[src/rtl/calc_pkg.sv]
// Shared constants and state encoding for the calc result transmit path.
package calc_pkg;

    localparam int         RAH_PACKET_WIDTH = 48;
    localparam logic [7:0] HDR_TAG          = 8'hA5;

    typedef enum logic [1:0] {
        IDLE = 2'd0,
        HDR  = 2'd1,
        DATA = 2'd2
    } state_t;

endpackage

[src/rtl/calc_result_fifo.sv]
// Result buffer: power-of-two FIFO that accepts a push on a full cycle when a pop frees a slot.
module calc_result_fifo #(
    parameter int WIDTH = 48,
    parameter int DEPTH = 4
) (
    input  logic                       clk,
    input  logic                       rst,
    input  logic                       push,
    input  logic                       pop,
    input  logic [WIDTH-1:0]           din,
    output logic [WIDTH-1:0]           dout,
    output logic [$clog2(DEPTH+1)-1:0] count,
    output logic                       full,
    output logic                       empty
);

    localparam int PW = $clog2(DEPTH);
    localparam int CW = $clog2(DEPTH+1);

    logic [WIDTH-1:0] mem [DEPTH];
    logic [PW-1:0]    wr_ptr;
    logic [PW-1:0]    rd_ptr;
    logic             do_push;
    logic             do_pop;

    assign do_pop  = pop && !empty;
    assign do_push = push && (!full || do_pop);

    always_ff @(posedge clk) begin
        if (rst) begin
            wr_ptr <= '0;
            rd_ptr <= '0;
            count  <= '0;
        end else begin
            if (do_push) wr_ptr <= wr_ptr + 1'b1;
            if (do_pop)  rd_ptr <= rd_ptr + 1'b1;
            case ({do_push, do_pop})
                2'b10:   count <= count + 1'b1;
                2'b01:   count <= count - 1'b1;
                default: count <= count;
            endcase
        end
    end

    // Storage carries no reset; occupancy is tracked solely by the pointers and count.
    always_ff @(posedge clk) begin
        if (do_push) mem[wr_ptr] <= din;
    end

    assign dout  = mem[rd_ptr];
    assign full  = (count == CW'(DEPTH));
    assign empty = (count == '0);

endmodule

[src/rtl/calc_result_tx.sv]
// Sends each buffered calc result to the RAH write FIFO as a header packet followed by a data packet.
module calc_result_tx #(
    parameter int         RAH_PACKET_WIDTH = calc_pkg::RAH_PACKET_WIDTH,
    parameter int         DEPTH            = 4,
    parameter logic [7:0] HDR_TAG          = calc_pkg::HDR_TAG
) (
    input  logic                        clk,
    input  logic                        rst,
    input  logic [RAH_PACKET_WIDTH-1:0] res_data,
    input  logic                        res_wren,
    input  logic                        wr_full,
    output logic [RAH_PACKET_WIDTH-1:0] wr_data,
    output logic                        wr_en,
    output logic                        buf_full,
    output logic                        overflow,
    output logic [15:0]                 seq
);

    localparam int CW = $clog2(DEPTH+1);

    calc_pkg::state_t            state;
    logic                        push;
    logic                        pop;
    logic                        fifo_full;
    logic                        fifo_empty;
    logic [RAH_PACKET_WIDTH-1:0] head;
    logic [CW-1:0]               count;

    // Tag in the top byte, sequence number below it, zero padding in the low bits.
    function automatic logic [RAH_PACKET_WIDTH-1:0] hdr_word(input logic [15:0] s);
        logic [RAH_PACKET_WIDTH-1:0] w;
        w = RAH_PACKET_WIDTH'({HDR_TAG, s});
        return w << (RAH_PACKET_WIDTH - 24);
    endfunction

    assign push     = res_wren && !rst;
    assign pop      = (state == calc_pkg::DATA) && !wr_full && !rst;
    assign buf_full = (count == CW'(DEPTH));

    calc_result_fifo #(
        .WIDTH (RAH_PACKET_WIDTH),
        .DEPTH (DEPTH)
    ) u_fifo (
        .clk   (clk),
        .rst   (rst),
        .push  (push),
        .pop   (pop),
        .din   (res_data),
        .dout  (head),
        .count (count),
        .full  (fifo_full),
        .empty (fifo_empty)
    );

    always_ff @(posedge clk) begin
        if (rst) begin
            state    <= calc_pkg::IDLE;
            wr_en    <= 1'b0;
            wr_data  <= '0;
            seq      <= 16'd0;
            overflow <= 1'b0;
        end else begin
            wr_en <= 1'b0;
            if (res_wren && fifo_full && !pop) overflow <= 1'b1;
            // Every packet is gated on the wr_full sampled at the same edge that registers wr_en.
            case (state)
                calc_pkg::IDLE: begin
                    if (!fifo_empty && !wr_full) state <= calc_pkg::HDR;
                end
                calc_pkg::HDR: begin
                    if (!wr_full) begin
                        wr_en   <= 1'b1;
                        wr_data <= hdr_word(seq);
                        state   <= calc_pkg::DATA;
                    end
                end
                calc_pkg::DATA: begin
                    if (!wr_full) begin
                        wr_en   <= 1'b1;
                        wr_data <= head;
                        seq     <= seq + 16'd1;
                        state   <= calc_pkg::IDLE;
                    end
                end
                default: state <= calc_pkg::IDLE;
            endcase
        end
    end

endmodule

[config.mk]
export PLATFORM = sky130hd
export DESIGN_NAME = calc_result_tx
export DESIGN_NICKNAME = d
export VERILOG_FILES = /design/src/rtl/calc_pkg.sv /design/src/rtl/calc_result_fifo.sv /design/src/rtl/calc_result_tx.sv
export SDC_FILE = /design/constraint.sdc
export NUM_CORES = 1
export LEC_CHECK = 0
export BUFFER_PORTS_ARGS = -buffer_cell sky130_fd_sc_hd__buf_2
export CORE_ASPECT_RATIO = 1.75
export CORE_MARGIN = 2
export CORE_UTILIZATION = 27
export CTS_BUF_LIST = sky130_fd_sc_hd__clkbuf_4 sky130_fd_sc_hd__clkbuf_8
export DETAILED_ROUTE_END_ITERATION = 7
export GPL_ROUTABILITY_DRIVEN = 1
export HOLD_SLACK_MARGIN = 0.02
export PLACE_DENSITY_LB_ADDON = 0.12
export SLEW_MARGIN = 20
export SYNTH_ARGS = -nofsm -noshare
export SYNTH_HDL_FRONTEND = slang
export SYNTH_SLANG_ARGS = --single-unit
[constraint.sdc]
create_clock -name clk -period 2.9 [get_ports clk]
set_input_delay 0.58 -clock clk [delete_from_list [all_inputs] [get_ports clk]]
set_output_delay 0.58 -clock clk [all_outputs]
set_load 0.02 [all_outputs]
==> metrics.md <==
| Metric | Value |
|---|---|
| Global route total overflow | 0 |
| First-pass GRT wire length | 35100 um |
| Setup_tns | 0 ns |
| Syn avg cell area | 17.9 um2 |
| Synth top area share | 0.579 |
| Initial Util | 0.272 |
| Worst stage delay on the critical path | 0.46 ns |
| DR iter-0 viols | 291 |
| Register area share after synthesis | 0.734 |
| Worst slew margin | 0.333 |
| Post-layout net count | 769 |
| Clock sink total | 269 |
| H-tree depth | 2 |
| Final Max Slew Viols | 0 |
| Top Ports | 119 |
| Unrepaired setup endpoints after global routing | no |
| Max-Cap Viols | 0 |
| PwrDens | 653 nW/um2 |
| Yosys cell types | 40 |
| Post-Syn Instances | 556 |
| Via count | 5377 |
| Yosys reg bits | 269 |
| PortBufs | 118 |
| Core area | 36500 um2 |
| Commonest cells post-synth | 192 x edfxtp_1, 77 x dfxtp_1, 48 x mux4_2 |
| Post-CTS setup buffers | 0 |
| Top FF cell, synth | edfxtp_1 |
| Clock share of power | 0.425 |
| Vias per cell | 4.42 |
| Worst hold slack | 0.220 ns |
| Final Hold Viols | 0 |
| Die W | 149 um |
| Final worst path period share | 0.862 |
| Status | completed |
| Post-synth EDFFs | 192 |
| CP arrival | 2.98 ns |
| Power share of the combinational group | 0.042 |
| Sw frac | 0.216 |
| Drt pass-1 iters | 4 |
| Worst-skew pair later-pin latency | 0.58 ns |
| Number of global-route vias before repair | 5807 |
| GRT Util Overall | 0.122 |
| Worst-Margin Slew | 0.999 ns |
| VDD IR-drop max | 302 uV |
| Share of cells above drive strength 1 | 0.360 |
| Worst Setup End Kind | flop |
| DIE AREA | 38500 um2 |
| Hpwl dp | 14800 um |
| Die H | 258 um |
| Pint | 6.24 mW |
| Row Count | 93 |
| Largest net degree at the start of global routing | 44 |
| Clk buf depth | 3 |
| TritonCTS clock tree | yes |
| Sequential Power Share | 0.534 |
| Drc violations | 0 |
| Cell taking the most area after synthesis | edfxtp_1 |
| Startpoint types | flop |
| Crit path kind | reg -> reg |
| Setup violations, final | 0 |
| WL/cell | 19.1 um |
| CTS Hold Bufs | 0 |
| Required time of the critical path | 3.38 ns |
| Gpl congestion | 0.689 |
| Most frequent CP cell | inv_1 |
| Final min period | 2.50 ns |
| Initial antenna violation count | 5 |
| Crit path cell chain | nor3b_1 -> a21bo_2 -> nor2_1 -> inv_1 -> ha_1 -> inv_1 -> fa_1 -> xor2_1 -> or3_1 -> a21oi_1 |
| Post-synthesis net count | 618 |
| Synthesis-to-layout area growth | 22.3% |
| Warnings from Yosys | 0 |
| HP Class | in -> reg |
| Number of buffers created by CTS | 42 |
| Worst Skew | 0.0360 ns |
| Share of flip-flops with an asynchronous set or reset | 0 |
| Final ANT Viol Nets | 0 |
| Most numerous cell in the Yosys netlist | edfxtp_1 |
| Worst path slowest cell | nor3b_1 |
| Worst-path maximum fanout | 4 |
| Clock-pin slew on the worst setup and hold paths | 0.07 ns |
| Leakage Power | 4.18 nW |
| Max Fclk | 400 MHz |
| Mapped Area | 9950 um2 |
| Switching pwr | 1.72 mW |
| Root buf cell | clkbuf_8 |
| Routed WL | 23300 um |
| # resized after CTS | 0 |
| Synth area leaders | edfxtp_1 58%, dfxtp_1 15%, mux4_2 11%, a22o_1 2.5%, mux2i_1 1.7% |
| Power Total | 7.96 mW |
## layer usage
metal | global-route usage | share of wire | wire (um)
met5 | 0 | 0.00064 | 15
met4 | 0.0513 | 0.033 | 779
met1 | 0.132 | 0.38 | 8870
met3 | 0.0286 | 0.047 | 1080
met2 | 0.225 | 0.54 | 12500
## cells in the final DEF, fill, tap and decap left out, types with 4 or more instances in the layout
cell type / instances
xor2_1: 12
mux4_2: 48
o21ai_0: 6
or3_1: 4
a211oi_1: 16
clkinv_1: 9
edfxtp_1: 192
nor3_1: 5
clkbuf_8: 45
dfxtp_1: 75
nand4_1: 4
a21oi_1: 10
clkinv_2: 4
buf_12: 9
a22o_1: 28
mux2i_1: 17
and2_2: 4
inv_1: 8
clkbuf_4: 14
nand2_1: 7
ha_1: 9
buf_4: 10
buf_2: 118
nor2_1: 45
## worst paths after layout
kind	start	endpoint	slack, ns	cells after the start
min	res_data[32]	u_fifo.mem[3][32]$_DFFE_PP_	0.22	1
max reg2reg	u_fifo.count[2]$_SDFFE_PP0P_	u_fifo.count[2]$_SDFFE_PP0P_	0.40	10
min reg2reg	wr_data[7]$_SDFFE_PP0P_	wr_data[7]$_SDFFE_PP0P_	0.48	1
max	u_fifo.count[2]$_SDFFE_PP0P_	u_fifo.count[2]$_SDFFE_PP0P_	0.40	10
## layout make-up
| cell class | instances | area (um2) |
|---|---|---|
| well taps | 475 | 594 |
| diodes | 1 | 2.50 |
| fillers | 3625 | 24400 |
| inverters | 8 | 30.0 |
| clock buffers | 59 | 724 |
| repair buffers | 137 | 846 |
| flip-flops and latches | 269 | 7310 |
| multi-input cells | 249 | 2500 |
| clock inverters | 19 | 169 |
## power by group through the flow
stage	clock [mW]	sequential, mW	combinational (mW)
finish	3.38	4.25	0.332
global route	3.67	4.25	0.365
floorplan	0	4.34	0.150
global placement	0	4.32	0.332
CTS	3.51	4.25	0.342
detailed placement	0	4.33	0.340
## flip-flops by register name (all words and copies together) (netlist names), named ones only
signal,count
wr_data,48
u_fifo.rd_ptr,2
state,2
overflow,1
u_fifo.wr_ptr,2
wr_en,1
u_fifo.count,3
seq,16
u_fifo.mem,192
## worst max-delay path: cells and delay by family (launching register included)
kind | cells | cell delay [ns]
AO/OA/AOI/OAI | 2 | 0.42
adder cells (fa/ha/maj) | 2 | 0.54
buffers and inverters | 2 | 0.13
XOR/XNOR | 1 | 0.15
AND/OR/NAND/NOR | 3 | 0.83
flip-flops | 1 | 0.36
## metrics by stage
step	utilization	cells	setup WS, ns	area (um2)
after global placement	0.309	1138	0.393	11300
after global routing	0.333	1217	0.151	12200
after CTS	0.333	1216	0.371	12200
final	0.333	1217	0.399	12200
after floorplan	-	556	0.277	9960
after detailed placement	0.309	1138	0.368	11300
## kinds of logic after synthesis
family	Yosys count	share of synthesized area
AOI/OAI and AO/OA	65	0.0488
xor gates and xnor gates	15	0.0132
adders and majority gates	10	0.0133
buffers and inverters	38	0.0170
DFF	269	0.734
muxes	65	0.126
and+or+nand+nor	94	0.0479
No activity file was read; power rests on OpenSTA's default activity.
